===== src/rtl/csw_tape_pkg.sv =====
// Shared types and constants for the CSW-1 tape player.
//   csw_state_t    : decoder FSM states
//   CSW_EXT_MARKER : RLE byte that introduces a 32-bit extended pulse length
//   CSW_CNT_W      : width of the pulse length counter
package csw_tape_pkg;

  localparam int unsigned CSW_CNT_W      = 32;
  localparam logic [7:0]  CSW_EXT_MARKER = 8'h00;

  typedef enum logic [2:0] {
    ST_LOAD,
    ST_EXT0,
    ST_EXT1,
    ST_EXT2,
    ST_EXT3,
    ST_RUN,
    ST_END
  } csw_state_t;

endpackage


===== src/rtl/tape_byte_fifo.sv =====
// Small synchronous byte FIFO with first-word fall-through output.
//   clk, reset : clock, synchronous active-high clear
//   push, din  : write din when push
//   pop, dout  : dout shows the oldest entry; pop discards it
//   full, empty, count : occupancy status
module tape_byte_fifo #(
  parameter int unsigned DEPTH = 4
) (
  input  logic                     clk,
  input  logic                     reset,
  input  logic                     push,
  input  logic                     pop,
  input  logic [7:0]               din,
  output logic [7:0]               dout,
  output logic                     full,
  output logic                     empty,
  output logic [$clog2(DEPTH):0]   count
);

  localparam int unsigned PTR_W = $clog2(DEPTH);
  localparam int unsigned CNT_W = PTR_W + 1;

  logic [7:0]       mem [DEPTH];
  logic [PTR_W-1:0] wr_ptr;
  logic [PTR_W-1:0] rd_ptr;

  // Storage array, not reset.
  always_ff @(posedge clk) begin
    if (push) mem[wr_ptr] <= din;
  end

  // Pointers wrap naturally because DEPTH is a power of two.
  always_ff @(posedge clk) begin
    if (reset) begin
      wr_ptr <= '0;
      rd_ptr <= '0;
      count  <= '0;
    end else begin
      if (push) wr_ptr <= wr_ptr + PTR_W'(1);
      if (pop)  rd_ptr <= rd_ptr + PTR_W'(1);
      case ({push, pop})
        2'b10:   count <= count + CNT_W'(1);
        2'b01:   count <= count - CNT_W'(1);
        default: count <= count;
      endcase
    end
  end

  assign dout  = mem[rd_ptr];
  assign full  = (count == CNT_W'(DEPTH));
  assign empty = (count == '0);

endmodule


===== src/rtl/csw_tape_player.sv =====
// CSW-1 (RLE) tape image player: fetches image bytes from memory into a
// prefetch FIFO, decodes pulse lengths and toggles the cassette level at
// sample-rate ticks derived from ce_16.
//   clk, reset, ce_16       : clock, sync reset, 16 MHz enable
//   play, motor             : playback runs only while both are high
//   restart                 : one-clk rewind to byte 0 (same effect as reset)
//   tape_size               : image length in bytes, 0 = no tape
//   rd_req/rd_addr/rd_ack/rd_data : byte read handshake
//   tape_level, active, done: cassette level and status
module csw_tape_player
  import csw_tape_pkg::*;
#(
  parameter int unsigned SAMPLE_DIV = 363,
  parameter int unsigned ADDR_W     = 24,
  parameter int unsigned FIFO_DEPTH = 4
) (
  input  logic              clk,
  input  logic              reset,
  input  logic              ce_16,
  input  logic              play,
  input  logic              motor,
  input  logic              restart,
  input  logic [ADDR_W-1:0] tape_size,
  output logic              rd_req,
  output logic [ADDR_W-1:0] rd_addr,
  input  logic              rd_ack,
  input  logic [7:0]        rd_data,
  output logic              tape_level,
  output logic              active,
  output logic              done
);

  localparam int unsigned DIV_W  = (SAMPLE_DIV > 1) ? $clog2(SAMPLE_DIV) : 1;
  localparam int unsigned FCNT_W = $clog2(FIFO_DEPTH) + 1;

  logic              clr_c;
  logic              push_c;
  logic              pop_c;
  logic              room_c;
  logic              tick_c;
  logic              img_end_c;
  logic [7:0]        fifo_dout;
  logic              fifo_full;
  logic              fifo_empty;
  logic [FCNT_W-1:0] fifo_count;
  logic [DIV_W-1:0]  div;
  logic [CSW_CNT_W-1:0] cnt;
  csw_state_t        state;

  // Restart behaves exactly like reset and overrides everything else.
  assign clr_c = reset | restart;

  // Only an ack that answers an outstanding request is accepted.
  assign push_c = rd_req & rd_ack & ~fifo_full & ~clr_c;

  // Room check includes the entry that an outstanding request will deliver.
  assign room_c = (fifo_count + FCNT_W'(rd_req)) < FCNT_W'(FIFO_DEPTH);

  // The image is exhausted once every byte has been requested and delivered.
  assign img_end_c = (rd_addr == tape_size) & ~rd_req;

  assign pop_c = ~clr_c & ~fifo_empty &
                 (state inside {ST_LOAD, ST_EXT0, ST_EXT1, ST_EXT2, ST_EXT3});

  assign tick_c = ce_16 & play & motor & (div == DIV_W'(SAMPLE_DIV - 1));

  tape_byte_fifo #(
    .DEPTH (FIFO_DEPTH)
  ) u_fifo (
    .clk   (clk),
    .reset (clr_c),
    .push  (push_c),
    .pop   (pop_c),
    .din   (rd_data),
    .dout  (fifo_dout),
    .full  (fifo_full),
    .empty (fifo_empty),
    .count (fifo_count)
  );

  // Fetcher: one outstanding request at a time, independent of play/motor.
  always_ff @(posedge clk) begin
    if (clr_c) begin
      rd_req  <= 1'b0;
      rd_addr <= '0;
    end else if (rd_req) begin
      if (rd_ack) begin
        rd_req  <= 1'b0;
        rd_addr <= rd_addr + ADDR_W'(1);
      end
    end else if (room_c && (rd_addr < tape_size)) begin
      rd_req <= 1'b1;
    end
  end

  // Sample-rate divider; frozen while paused.
  always_ff @(posedge clk) begin
    if (clr_c) begin
      div <= '0;
    end else if (ce_16 && play && motor) begin
      div <= tick_c ? '0 : div + DIV_W'(1);
    end
  end

  // Decoder FSM with registered outputs.
  always_ff @(posedge clk) begin
    if (clr_c) begin
      state      <= ST_LOAD;
      cnt        <= '0;
      tape_level <= 1'b0;
      active     <= 1'b0;
      done       <= 1'b0;
    end else begin
      active <= (state == ST_RUN) & play & motor;
      case (state)
        ST_LOAD: begin
          if (!fifo_empty) begin
            if (fifo_dout != CSW_EXT_MARKER) begin
              cnt   <= CSW_CNT_W'(fifo_dout);
              state <= ST_RUN;
            end else begin
              state <= ST_EXT0;
            end
          end else if (img_end_c) begin
            state <= ST_END;
            done  <= 1'b1;
          end
        end
        ST_EXT0, ST_EXT1, ST_EXT2: begin
          if (!fifo_empty) begin
            case (state)
              ST_EXT0: begin
                cnt   <= CSW_CNT_W'(fifo_dout);
                state <= ST_EXT1;
              end
              ST_EXT1: begin
                cnt[15:8] <= fifo_dout;
                state     <= ST_EXT2;
              end
              default: begin
                cnt[23:16] <= fifo_dout;
                state      <= ST_EXT3;
              end
            endcase
          end else if (img_end_c) begin
            state <= ST_END;
            done  <= 1'b1;
          end
        end
        ST_EXT3: begin
          if (!fifo_empty) begin
            cnt[31:24] <= fifo_dout;
            // A zero-length extended pulse is skipped without a toggle.
            state <= ({fifo_dout, cnt[23:0]} == '0) ? ST_LOAD : ST_RUN;
          end else if (img_end_c) begin
            state <= ST_END;
            done  <= 1'b1;
          end
        end
        ST_RUN: begin
          if (tick_c) begin
            cnt <= cnt - CSW_CNT_W'(1);
            if (cnt == CSW_CNT_W'(1)) begin
              tape_level <= ~tape_level;
              state      <= ST_LOAD;
            end
          end
        end
        ST_END: begin
          done <= 1'b1;
        end
        default: begin
          state <= ST_LOAD;
        end
      endcase
    end
  end

endmodule

===== config.mk =====
export PLATFORM = sky130hd
export DESIGN_NAME = csw_tape_player
export DESIGN_NICKNAME = d
export VERILOG_FILES = /design/src/rtl/csw_tape_pkg.sv /design/src/rtl/tape_byte_fifo.sv /design/src/rtl/csw_tape_player.sv
export SDC_FILE = /design/constraint.sdc
export NUM_CORES = 1
export LEC_CHECK = 0
export ABC_CLOCK_PERIOD_IN_PS = 3300
export CORE_MARGIN = 2
export CORE_UTILIZATION = 30
export DETAILED_ROUTE_END_ITERATION = 10
export PLACE_DENSITY = 0.56
export SLEW_MARGIN = 20
export SYNTH_ARGS = -nofsm -noshare
export SYNTH_HDL_FRONTEND = slang
export SYNTH_SLANG_ARGS = --single-unit

===== constraint.sdc =====
create_clock -name clk -period 3.3 [get_ports clk]
set_input_delay 0.495 -clock clk [delete_from_list [all_inputs] [get_ports clk]]
set_output_delay 0.495 -clock clk [all_outputs]
set_load 0.005 [all_outputs]

# [Word-level counts from Yosys, hierarchy flattened]
# Memories as Yosys holds them, arrays and structs flattened. A register that Yosys moved wholly into a read port is not among the register bits.
# Cells that the tools add are included.
[word_totals] ff_bits=79 ramBits=32 inputBits=39 out_inout_bits=28 word_cells=121 mem_count=1
[memory_table] memory="u_fifo.mem" depth=4 word_bits=8 rd=1 rd_clocked_by_memory_dff=1 wr=1 line="tape_byte_fifo.sv:23" rtl="logic [7:0] mem [DEPTH];"
[op_classes] n_addsub=8 n_lt_le_gt_ge=2 n_eq_ne=23 muxes=33 bitwise=18 reduce_logical=22
[op_table] op="32-bit 2-to-1 mux" n=4
[op_table] op="24-bit one-hot mux with 3 select lines" n=1
[op_table] op="32-bit by 1-bit equality test with 1-bit output, second input constant" n=1
[op_table] op="32-bit zero test" n=1
[op_table] op="8-bit one-hot mux with 2 select lines" n=2
[op_table] op="8-bit one-hot mux with 4 select lines" n=1
[op_table] op="32-bit by 1-bit subtractor with 32-bit output, second input constant" n=1
[op_table] op="24-bit by 1-bit adder with 24-bit output, second input constant" n=1
[op_table] op="24-bit equality test" n=1
[op_table] op="24-bit < comparator" n=1
[op_table] op="3-bit 2-to-1 mux" n=8
[op_table] op="8-bit 2-to-1 mux" n=3
[op_table] op="6-bit AND reduction" n=3
[op_table] op="3-bit one-hot mux with 5 select lines" n=1
[op_table] op="3-bit equality test, second input constant" n=4
[op_table] op="2-bit inequality test, second input constant" n=6
[op_table] op="3-bit one-hot mux with 2 select lines" n=2
[op_table] op="1-bit bitwise AND" n=11
[op_table] op="9-bit by 1-bit adder with 9-bit output, second input constant" n=1
[op_table] op="9-bit equality test, second input constant" n=1
[op_table] op="9-bit 2-to-1 mux" n=1
[op_table] op="3-bit AND reduction" n=3
[op_table] op="2-bit by 1-bit inequality test with 1-bit output, second input constant" n=4
[op_table] op="8-bit nonzero test" n=1
[op_table] op="25 further kinds" n=43

# [Logic depth before layout (Yosys ltp)]
[depth] ltp_word=6 ltp_mapped=10 mapped_depth_nobuf=9

# [By module]
# Synthesis repeated with hierarchy kept, for this count alone.
[hier_totals] cells_unflattened=679 area_unflattened_um2=6189.7
[modules_own_cells] mod="csw_tape_player" n_inst=1 cells_each=590 area_per_inst_um2=4598.2
[modules_own_cells] mod="tape_byte_fifo" n_inst=1 cells_each=89 area_per_inst_um2=1591.5

# [Worst setup path before layout]
# OpenSTA, ideal clock, no wires.
[synth_path] kind="input to register" startpoint="input restart" endpoint="register u_fifo.count[2]" setup_ns=0.070 arrival_ns=2.473 required_time_ns=3.230 slack_ns=0.756 cell_stages=10 n_path_buf=1 path_cell_list="or2_1 clkbuf_1 a311oi_1 inv_1 ha_1 inv_1 fa_1 xor2_1 or3_1 a21oi_1"
[synth_between] elab_chain_cells=6 word_cells_on_any_way=9 classes_between="eq/ne (2); mux (1); bitwise (5); reduce/logical (1)"
[synth_lines] element="start, declared" line="csw_tape_player.sv:22" rtl="input logic restart,"
[synth_lines] element="1-bit bitwise OR *" line="csw_tape_player.sv:51" rtl="assign clr_c = reset | restart;"
[synth_lines] element="1-bit inverter" line="csw_tape_player.sv:54, csw_tape_player.sv:62"
[synth_lines] element="1-bit bitwise AND (2 in a row)" line="csw_tape_player.sv:62" rtl="assign pop_c = ~clr_c & ~fifo_empty &"
[synth_lines] element="2-bit by 1-bit equality test with 1-bit output / 2-bit equality test (equally long branches)" line="tape_byte_fifo.sv:41" rtl="case ({push, pop})"
[synth_lines] element="3-bit one-hot mux with 2 select lines / 2-bit nonzero test (equally long branches)"
[synth_lines] element="end signal, assigned" line="tape_byte_fifo.sv:42" rtl="2'b10: count <= count + CNT_W'(1);"
[synth_lines] element="end signal, assigned" line="tape_byte_fifo.sv:43" rtl="2'b01: count <= count - CNT_W'(1);"
[synth_lines] element="end signal, assigned" line="tape_byte_fifo.sv:44" rtl="default: count <= count;"
[synth_lines] element="end, declared" line="tape_byte_fifo.sv:17" rtl="output logic [$clog2(DEPTH):0] count"
# Mark *: on every way between the ends. The rest lies on a longest branch, timed or not.
# A chain may end at the register's enable or synchronous reset.

# [Final worst setup path]
[layout_path] startpoint="register cnt[0]" endpoint="register cnt[30]"
[layout_between] elab_chain_cells=3
[layout_lines] element="start, declared" line="csw_tape_player.sv:47" rtl="logic [CSW_CNT_W-1:0] cnt;"
[layout_lines] element="start signal, assigned" line="csw_tape_player.sv:119" rtl="cnt <= CSW_CNT_W'(fifo_dout);"
[layout_lines] element="start signal, assigned" line="csw_tape_player.sv:133" rtl="cnt <= CSW_CNT_W'(fifo_dout);"
[layout_lines] element="start signal, assigned" line="csw_tape_player.sv:162" rtl="cnt <= cnt - CSW_CNT_W'(1);"
[layout_lines] element="32-bit by 1-bit subtractor with 32-bit output" line="csw_tape_player.sv:162"
[layout_lines] element="32-bit 2-to-1 mux" line="csw_tape_player.sv:161" rtl="if (tick_c) begin"
[layout_lines] element="8-bit one-hot mux with 4 select lines" line="csw_tape_player.sv:115" rtl="case (state)"
# Every way passes these cells. The select of a mux whose other input is x is not followed.

==> impl_metrics.tcl <==
set metrics [dict create \
    status "complete, no violations" \
    fin_nets 832 \
    wl_per_cell_um 15.9 \
    cts_resized 0 \
    synth_edf_count 32 \
    cap_violations 0 \
    vias 5430 \
    skew_ns 0.00770 \
    fp.dieH_um 149 \
    grt_pass1_wl_mm 27.5 \
    met3_length_um 896 \
    antenna_left 0 \
    cts_root_buf "clkbuf_16" \
    synth_top_cell_area_share_pct 25.8 \
    cts.sinks 113 \
    drive_gt1_share_pct 8.44 \
    totalWireLength_mm 16.5 \
    cts_setup_buffers 0 \
    syn_inst 688 \
    fin_cells 1040 \
    gp_congestion 0.823 \
    synthFlopType "dfxtp_1" \
    dp_slack_ns 0.569 \
    drv_slew 0 \
    synth-seq-cells 113 \
    cp-end-kind "flip-flop" \
    max-slew-margin-rel_pct 41.3 \
    synth_nets 763 \
    syn_avg_cell_area_um2 9.12 \
    cts_htree_levels 4 \
    synthesis.area_um2 6270 \
    synth.most_common_cell "dfxtp_1" \
    peakVddDrop_mv 0.323 \
    clk_latency_ns 0.42 \
    crit_required_ns 3.57 \
    hold_viol 0 \
    synth_cell_types 65 \
    grt_usage_pct 15.7 \
    dpl.hpwl_mm 11.7 \
    firstDrtPassIters 5 \
    start_util_pct 30.8 \
    fin_setup_tns_ns 0 \
    grt_pass1_vias 5263 \
    worst_pin_slew_ns 0.880 \
    async_reset_ff_share_pct 0 \
    wl_met1_mm 7.88 \
    yosys-top-cells-count "dfxtp_1 (81), nor2_1 (79), nand2_1 (57)" \
    placementRows 52 \
    cts_buffer_depth 2 \
    pin_count 67 \
    dr_wl_met2_mm 7.45 \
    place_inst 1008 \
    crit_type "flip-flop to flip-flop" \
    power_density_nw_per_um2 417 \
    finalCritPeriodShare_pct 82.3 \
    topRoutingLayerUsed "met4" \
    dieWidth_um 149 \
    vias_per_cell 5.22 \
    ys_seq_area_share_pct 41.2 \
    tritoncts.num_buffers 17 \
    synth_warnings 0 \
    grt-ovfl-total 0 \
    nFillCells 2087 \
    clkSlewWorstSetupHoldPaths_ns 0.06 \
    portBuffers 66 \
    crit_arrival_ns 2.98 \
    grt_start_max_net_pins 70 \
    cts_tree "done" \
    timing.critical_path.fanout_max 6 \
    area_growth_pct 24.4 \
    total_leakage_power_nw 2.83 \
    period_minus_slack_ns 2.72 \
    fmax_mhz 368 \
    start_kind "flip-flop" \
    detail_route.iter0.violations 431 \
    coreArea_um2 20400 \
    antenna_found_initial 0 \
    synth_area_leaders "dfxtp_1 (26%), edfxtp_1 (15%), ha_1 (7.0%)" \
    antenna_cells 0 \
    cts_hold_buf 0 \
    setup_viol 0 \
    dieArea_um2 22100 \
    grt_setup_unrepaired "false" \
    route.detailed.drc 0 \
    yosys.area.top_type "dfxtp_1" \
    worst_slack_ns 0.584 \
    hold_class "flip-flop to flip-flop" \
]
-- per-stage QoR --
stage          hold WS (ns)  total power (W)  utilization, %  instance area (um^2)
2_1_floorplan         0.449          0.00152               -                  6270
3_3_place_gp          0.458          0.00160            35.6                  7250
3_5_place_dp          0.469          0.00160            35.6                  7250
5_1_grt               0.490          0.00338            38.3                  7800
6_report              0.478          0.00326            38.3                  7800
4_1_cts               0.477          0.00329            38.3                  7800
-- cell usage in the layout, fill, tap and decap left out, types with 9 or more instances in the layout --
cell             Yosys  layout
a211oi_1             9       9
inv_1               38      38
nor3_1              21      21
buf_4                0      14
nor4_1              12      12
a21oi_1             44      44
and3_1               9       9
clkbuf_16            0      17
or3_1                9       9
nand3_1             22      22
xnor2_1             18      18
edfxtp_1            32      32
nor2_1              79      79
o211ai_1            15      15
dfxtp_1             81      81
xor2_1              17      17
nand2_1             57      57
o21ai_1             14      14
nand4_1             16      16
and2_1               9       9
clkdlybuf4s50_1      0      66
o31ai_1             12      12
ha_1                35      35
-- state kept, by name (all words and copies together) (netlist names), 2 cells and up, named ones only --
| register | count |
|---|---|
| div | 9 |
| u_fifo.wr_ptr | 2 |
| rd_addr | 24 |
| cnt | 32 |
| u_fifo.count | 3 |
| u_fifo.rd_ptr | 2 |
| u_fifo.mem | 32 |
| state | 3 |
-- final timing paths --
kind	end	from	slack, ns	cells past startpoint
worst max-delay path	cnt[30]	cnt[0]	0.58	8
worst min-delay path	done	done	0.48	2
worst min register to register	done	done	0.48	2
worst max register to register	cnt[30]	cnt[0]	0.58	8
-- cells by family (layout without fill, tap and decap cells) --
group | Yosys count | count (layout) | synth area share (%)
compound gates | 149 | 149 | 15.8
fa+ha+maj | 36 | 36 | 7.30
buf+inv | 68 | 150 | 4.25
flops | 113 | 113 | 41.2
mux | 12 | 12 | 3.51
xor+xnor | 35 | 35 | 4.89
simple gates | 275 | 275 | 23.1
-- worst max-delay path, stage by stage (launching register included) --
cell	delay [ns]
dfxtp_1	0.33
inv_1	0.13
ha_1	0.23
or4b_1	0.59
or4_4	0.58
nor3_2	0.34
a31oi_1	0.14
o21ai_1	0.15
a21oi_1	0.08
-- layer usage --
layer,global-route usage (%),vias up
li1,-,2682
met1,21.8,2571
met2,24.1,151
met3,3.68,26
met4,5.62,0
met5,0,-
-- area by class of cell --
class,count,area [um^2],area share (%)
inverters,38,143,1.83
flip-flops and latches,113,2580,33.1
repair buffers,80,766,9.81
well taps,270,338,4.33
multi-input cells,507,3420,43.9
clock inverters,15,124,1.59
clock buffers,17,425,5.45
-- power by group --
part | total, W | internal [W] | switching [W]
clock network | 0.00169 | 0.000977 | 0.000711
logic | 0.000135 | 0.0000667 | 0.0000687
registers | 0.00143 | 0.00143 | 0.00000378
Power figures use the tool's default switching activity.
